`config.mk`:
```
export PLATFORM = sky130hd
export DESIGN_NAME = alu_sequencer
export DESIGN_NICKNAME = d
export VERILOG_FILES = /design/src/rtl/alu_pkg.sv /design/src/rtl/alu_op_decoder.sv /design/src/rtl/alu_sequencer.sv
export SDC_FILE = /design/constraint.sdc
export NUM_CORES = 1
export LEC_CHECK = 0
export BUFFER_PORTS_ARGS = -buffer_cell sky130_fd_sc_hd__buf_2
export CORE_AREA = 2 2 136 138
export DETAILED_ROUTE_END_ITERATION = 10
export DIE_AREA = 0 0 138 140
export PLACE_DENSITY = 0.8
export SYNTH_ARGS = -nofsm -noshare
export SYNTH_HDL_FRONTEND = slang
export SYNTH_SLANG_ARGS = --single-unit
```
`constraint.sdc`:
```
create_clock -name clk -period 3.1 [get_ports clk]
set_input_delay 0.465 -clock clk [delete_from_list [all_inputs] [get_ports clk]]
set_output_delay 0.465 -clock clk [all_outputs]
set_load 0.01 [all_outputs]
```
`src/rtl/alu_pkg.sv`:
```
// Shared constants for the ALU sequencer: opcodes, unit indices, FSM states
// and default datapath widths.
package alu_pkg;

  localparam int DATA_W_DEF = 32;
  localparam int RES_W_DEF  = 67;
  localparam int REM_W_DEF  = 33;

  localparam logic [4:0] OP_ADD = 5'd1;
  localparam logic [4:0] OP_SUB = 5'd2;
  localparam logic [4:0] OP_MUL = 5'd3;
  localparam logic [4:0] OP_DIV = 5'd4;
  localparam logic [4:0] OP_SHR = 5'd5;
  localparam logic [4:0] OP_SHL = 5'd6;
  localparam logic [4:0] OP_AND = 5'd7;
  localparam logic [4:0] OP_OR  = 5'd8;
  localparam logic [4:0] OP_XOR = 5'd9;

  localparam int UNIT_ADD = 0;
  localparam int UNIT_MUL = 1;
  localparam int UNIT_DIV = 2;
  localparam int UNIT_LOG = 3;

  typedef enum logic [1:0] {
    S_IDLE  = 2'd0,
    S_ISSUE = 2'd1,
    S_WAIT  = 2'd2,
    S_DONE  = 2'd3
  } state_t;

endpackage

```
`src/rtl/alu_op_decoder.sv`:
```
// Maps an opcode to its one-hot execution unit, adder carry-in and validity.
module alu_op_decoder
  import alu_pkg::*;
(
  input  logic [4:0] op,
  output logic [3:0] unit,
  output logic       cin,
  output logic       op_valid
);

  always_comb begin
    unit     = '0;
    cin      = 1'b0;
    op_valid = 1'b1;
    case (op)
      OP_ADD: unit[UNIT_ADD] = 1'b1;
      OP_SUB: begin
        unit[UNIT_ADD] = 1'b1;
        cin            = 1'b1;
      end
      OP_MUL: unit[UNIT_MUL] = 1'b1;
      OP_DIV: unit[UNIT_DIV] = 1'b1;
      OP_SHR, OP_SHL, OP_AND, OP_OR, OP_XOR: unit[UNIT_LOG] = 1'b1;
      default: op_valid = 1'b0;
    endcase
  end

endmodule

```
`src/rtl/alu_sequencer.sv`:
```
// Issues one ALU operation at a time to the selected unit, waits for its
// completion flag (bounded by TIMEOUT) and holds the captured result.
//
// state | meaning
// IDLE  | ready for a request; start latches op and operands
// ISSUE | one cycle, unit enabled, wait counter cleared
// WAIT  | unit enabled, counting until its completion flag or timeout
// DONE  | one-cycle done pulse, unit released
module alu_sequencer
  import alu_pkg::*;
#(
  parameter int DATA_W  = DATA_W_DEF,
  parameter int RES_W   = RES_W_DEF,
  parameter int REM_W   = REM_W_DEF,
  parameter int TIMEOUT = 80
) (
  input  logic              clk,
  input  logic              rst,
  input  logic              start,
  input  logic [4:0]        op,
  input  logic [DATA_W-1:0] X,
  input  logic [DATA_W-1:0] Y,
  input  logic [3:0]        suff_in,
  input  logic [RES_W-1:0]  res_in,
  input  logic [REM_W-1:0]  rem_in,
  output logic [DATA_W-1:0] X_q,
  output logic [DATA_W-1:0] Y_q,
  output logic [3:0]        unit_active,
  output logic              cin,
  output logic [4:0]        sel,
  output logic              ready,
  output logic              done,
  output logic [RES_W-1:0]  result,
  output logic [REM_W-1:0]  remainder,
  output logic              err
);

  localparam int CNT_W = $clog2(TIMEOUT + 1);
  localparam logic [CNT_W-1:0] CNT_LAST = CNT_W'(TIMEOUT - 1);

  state_t           state, state_nxt;
  logic [CNT_W-1:0] cnt;
  logic [4:0]       dec_op;
  logic [3:0]       dec_unit;
  logic             dec_cin;
  logic             dec_valid;
  logic             hit;
  logic             expired;

  // In IDLE the decoder validates the incoming opcode; afterwards it follows
  // the latched one so the unit enable cannot change mid-operation.
  assign dec_op  = (state == S_IDLE) ? op : sel;
  assign hit     = |(suff_in & dec_unit);
  assign expired = (cnt == CNT_LAST);

  alu_op_decoder u_dec (
    .op       (dec_op),
    .unit     (dec_unit),
    .cin      (dec_cin),
    .op_valid (dec_valid)
  );

  always_ff @(posedge clk) begin
    if (rst) state <= S_IDLE;
    else     state <= state_nxt;
  end

  always_comb begin
    state_nxt = state;
    case (state)
      S_IDLE:  if (start) state_nxt = dec_valid ? S_ISSUE : S_DONE;
      S_ISSUE: state_nxt = S_WAIT;
      S_WAIT:  if (hit || expired) state_nxt = S_DONE;
      S_DONE:  state_nxt = S_IDLE;
      default: state_nxt = S_IDLE;
    endcase
  end

  always_comb begin
    ready       = (state == S_IDLE);
    done        = (state == S_DONE);
    unit_active = '0;
    cin         = 1'b0;
    if (state == S_ISSUE || state == S_WAIT) begin
      unit_active = dec_unit;
      cin         = dec_cin;
    end
  end

  always_ff @(posedge clk) begin
    if (rst) begin
      sel       <= '0;
      X_q       <= '0;
      Y_q       <= '0;
      cnt       <= '0;
      result    <= '0;
      remainder <= '0;
      err       <= 1'b0;
    end else begin
      case (state)
        S_IDLE: begin
          if (start) begin
            sel       <= op;
            X_q       <= X;
            Y_q       <= Y;
            result    <= '0;
            remainder <= '0;
            err       <= ~dec_valid;
          end
        end
        S_ISSUE: cnt <= '0;
        S_WAIT: begin
          // Completion takes priority over a coincident timeout.
          if (hit) begin
            result    <= res_in;
            remainder <= (sel == OP_DIV) ? rem_in : '0;
            err       <= 1'b0;
          end else if (expired) begin
            result    <= '0;
            remainder <= '0;
            err       <= 1'b1;
          end else begin
            cnt <= cnt + 1'b1;
          end
        end
        default: ;
      endcase
    end
  end

endmodule

```
==> impl_metrics.json <==
{
  "synth_commonest_cells": "182 x nand2_1, 179 x dfxtp_1, 173 x inv_1",
  "reg2regPathDepth": 9,
  "cts_buffer_depth": 2,
  "fin_ws_ns": 0.179,
  "clock-sinks": 179,
  "cellLeakagePower_nw": 4.68,
  "cp_num_cells": 6,
  "layoutNonFillerInstCount": 1421,
  "post_drt_wl_per_cell_um": 14.3,
  "critPathKind": "register to primary output",
  "hold_viol_final": 0,
  "setup_viol_count_final": 0,
  "wirelength_mm": 20.3,
  "p_clk_frac": 0.306,
  "grt_max_degree": 102,
  "endpoint": "unit_active[2]",
  "max_slew.worst_pin.slew_ns": 0.865,
  "routed-via-count": 6853,
  "htreeDepth": 4,
  "root_buffer": "clkbuf_16",
  "max_stage_delay_ns": 0.45,
  "syn_nets": 1039,
  "core_area_um2": 17800,
  "drive_above_1_share": 0.340,
  "maxCapViolCount": 0,
  "period_needed_ns": 2.92,
  "diodes": 0,
  "hold_path.class": "input port to register",
  "max_freq_mhz": 342,
  "skew_ns": 0.0154,
  "p_comb_frac": 0.303,
  "drc_errors": 0,
  "critical_path_required_ns": 2.63,
  "pre_cts_ws_ns": 0.329,
  "syn-cell-area_um2": 7060,
  "viasPerCell": 4.82,
  "synth-seq-area-share": 0.508,
  "grt-ovfl-total": 0,
  "synth_area_leaders": "dfxtp_1 51%, nand2_1 9.7%, inv_1 9.2%, o32ai_1 8.3%, a21oi_1 5.2%",
  "endpoint_kind": "primary output",
  "ios": 353,
  "first_global_vias": 6428,
  "synthDistinctLibCells": 47,
  "rsz0062_at_grt": "no",
  "clock_latency_ns": 0.42,
  "dieWidth_um": 138,
  "crit_chain": "inv_1 -> ha_4 -> buf_4 -> or3b_1 -> a2111oi_1 -> buf_2",
  "dr.pass1.iters": 5,
  "grt_antenna_before_repair": 0,
  "synth_area_per_cell_um2": 8.24,
  "relSlewSlack": 0.423,
  "min_path_cells": 3,
  "slowest_stage": "a2111oi_1",
  "crit_buf_inv": 3,
  "crit_arrival_ns": 2.46,
  "swShare": 0.351,
  "internal_power_w": 0.00442,
  "yosys_warnings": 0,
  "fin_nets": 1361,
  "drt_iter0_drc": 293,
  "fp.dieArea_um2": 19300,
  "power.switching_w": 0.00239,
  "status": "complete, no violations",
  "grt_pass1_wl_mm": 32.4,
  "fp-row-count": 49,
  "area_growth_pct": 35.4,
  "port_buffers": 352,
  "grt_usage": 0.203,
  "synth_edf_count": 0,
  "synthFlopType": "dfxtp_1",
  "clk_pin_slew_worst_paths_ns": 0.07,
  "r2r-end": "result[51]",
  "start_util": 0.397,
  "place_hpwl_mm": 14.6,
  "dp_cells": 1389,
  "critPathMaxFanout": 16,
  "antenna_left": 0,
  "final_design_area_no_fill_um2": 9560,
  "r2r_slack_ns": 0.43,
  "fin_crit_sh": 0.942,
  "synth-seq-cells": 179,
  "place_area_um2": 8980,
  "peakVddDrop_mv": 0.601,
  "p_per_area_nw_per_um2": 712,
  "die_y_um": 140,
  "async_reset_ff_frac": 0,
  "numCtsBuffers": 17,
  "power_frac_seq": 0.392,
  "finalSetupTns_ns": 0,
  "yosys.area.top_type_share": 0.508,
  "synthMostInstantiatedCell": "nand2_1",
  "cts_setup_buffers": 0,
  "worstSetupStartpointType": "register",
  "synth_top_cell_by_area": "dfxtp_1",
  "crit_family": "buffers and inverters",
  "syn_inst": 857,
  "slew_viol_final": 0,
  "place_congestion": 0.876,
  "utilization": 0.538,
  "cts_tree": "yes",
  "crit_start": "state[0]",
  "r2r_start": "state[0]"
}
-- power groups by stage --
stage | registers [W] | clock network, W | logic, W
CTS | 0.00266 | 0.00212 | 0.00204
detailed placement | 0.00272 | 0 | 0.00203
finish | 0.00267 | 0.00208 | 0.00206
global route | 0.00269 | 0.00224 | 0.00227
floorplan | 0.00280 | 0 | 0.00135
global placement | 0.00270 | 0 | 0.00201
-- cell families after synthesis --
group,count (synthesis),share of synthesized area
buffers and inverters,235,0.136
AOI/OAI and AO/OA,196,0.192
DFF,179,0.508
muxes,9,0.0128
adders and majority gates,6,0.0106
and+or+nand+nor,230,0.138
xor gates and xnor gates,2,0.00248
-- flip-flops by register name (all words and copies together), names as in the netlist --
| signal | flops |
|---|---|
| sel | 5 |
| result | 67 |
| Y_q | 32 |
| state | 2 |
| X_q | 32 |
| remainder | 33 |
| err | 1 |
| cnt | 7 |
-- final cells by class --
cell class	instances	area, um2
Inverter	174	653
Timing Repair Buffer	364	1920
Clock buffer	19	443
Multi-Input combinational cell	443	2560
Clock inverter	13	123
Fill cell	1702	8220
Tap cell	229	287
Sequential cell	179	3580
-- cell usage in the layout (no fill, tap or decap), types with 2 or more instances in the layout --
| master | Yosys | final |
|---|---|---|
| a211oi_1 | 2 | 2 |
| a21oi_1 | 73 | 73 |
| a31oi_1 | 3 | 3 |
| and3_1 | 2 | 2 |
| and4_1 | 3 | 3 |
| buf_12 | 0 | 5 |
| buf_2 | 14 | 351 |
| buf_4 | 6 | 8 |
| clkbuf_16 | 0 | 17 |
| clkinv_2 | 0 | 3 |
| clkinvlp_4 | 0 | 3 |
| dfxtp_1 | 179 | 179 |
| ha_1 | 6 | 5 |
| inv_1 | 173 | 173 |
| inv_6 | 0 | 5 |
| mux2i_1 | 9 | 9 |
| nand2_1 | 182 | 181 |
| nand2b_1 | 8 | 8 |
| nand4_1 | 3 | 3 |
| nor2_1 | 12 | 12 |
| nor3_1 | 6 | 6 |
| nor4b_1 | 3 | 3 |
| o211ai_1 | 3 | 3 |
| o22ai_1 | 34 | 34 |
| o32ai_1 | 67 | 67 |
| or3_1 | 3 | 3 |
-- worst min-delay path, stage by stage --
cell and delay, ns:
buf_2 0.08, inv_1 0.03, o32ai_1 0.08
-- stage by stage --
step / hold slack, ns / power, W
4_1_cts: 0.255 / 0.00683
3_5_place_dp: 0.443 / 0.00474
5_1_grt: 0.250 / 0.00720
3_3_place_gp: 0.439 / 0.00471
6_report: 0.275 / 0.00681
2_1_floorplan: 0.443 / 0.00415
-- worst min path at each step --
stage / from / end
2_1_floorplan: cnt[6] / cnt[6]
3_3_place_gp: X_q[3] / X_q[3]
3_5_place_dp: Y_q[11] / Y_q[11]
4_1_cts: Y[19] / Y_q[19]
5_1_grt: Y[13] / Y_q[13]
6_report: res_in[53] / result[53]
-- per-layer routing --
metal	vias to the layer above	track usage	wire, um
met5	-	0	0
met4	0	0.0816	557
met3	38	0.0465	1020
met2	238	0.343	10000
met1	3126	0.250	8740
li1	3451	-	-
-- repair_timing --
action / CTS / global route
hold buffers: 0 / 0
resized for setup: 1 / 2
endpoints found under the setup margin: 1 / 1
Note: power is estimated with default switching activity, not from simulation.
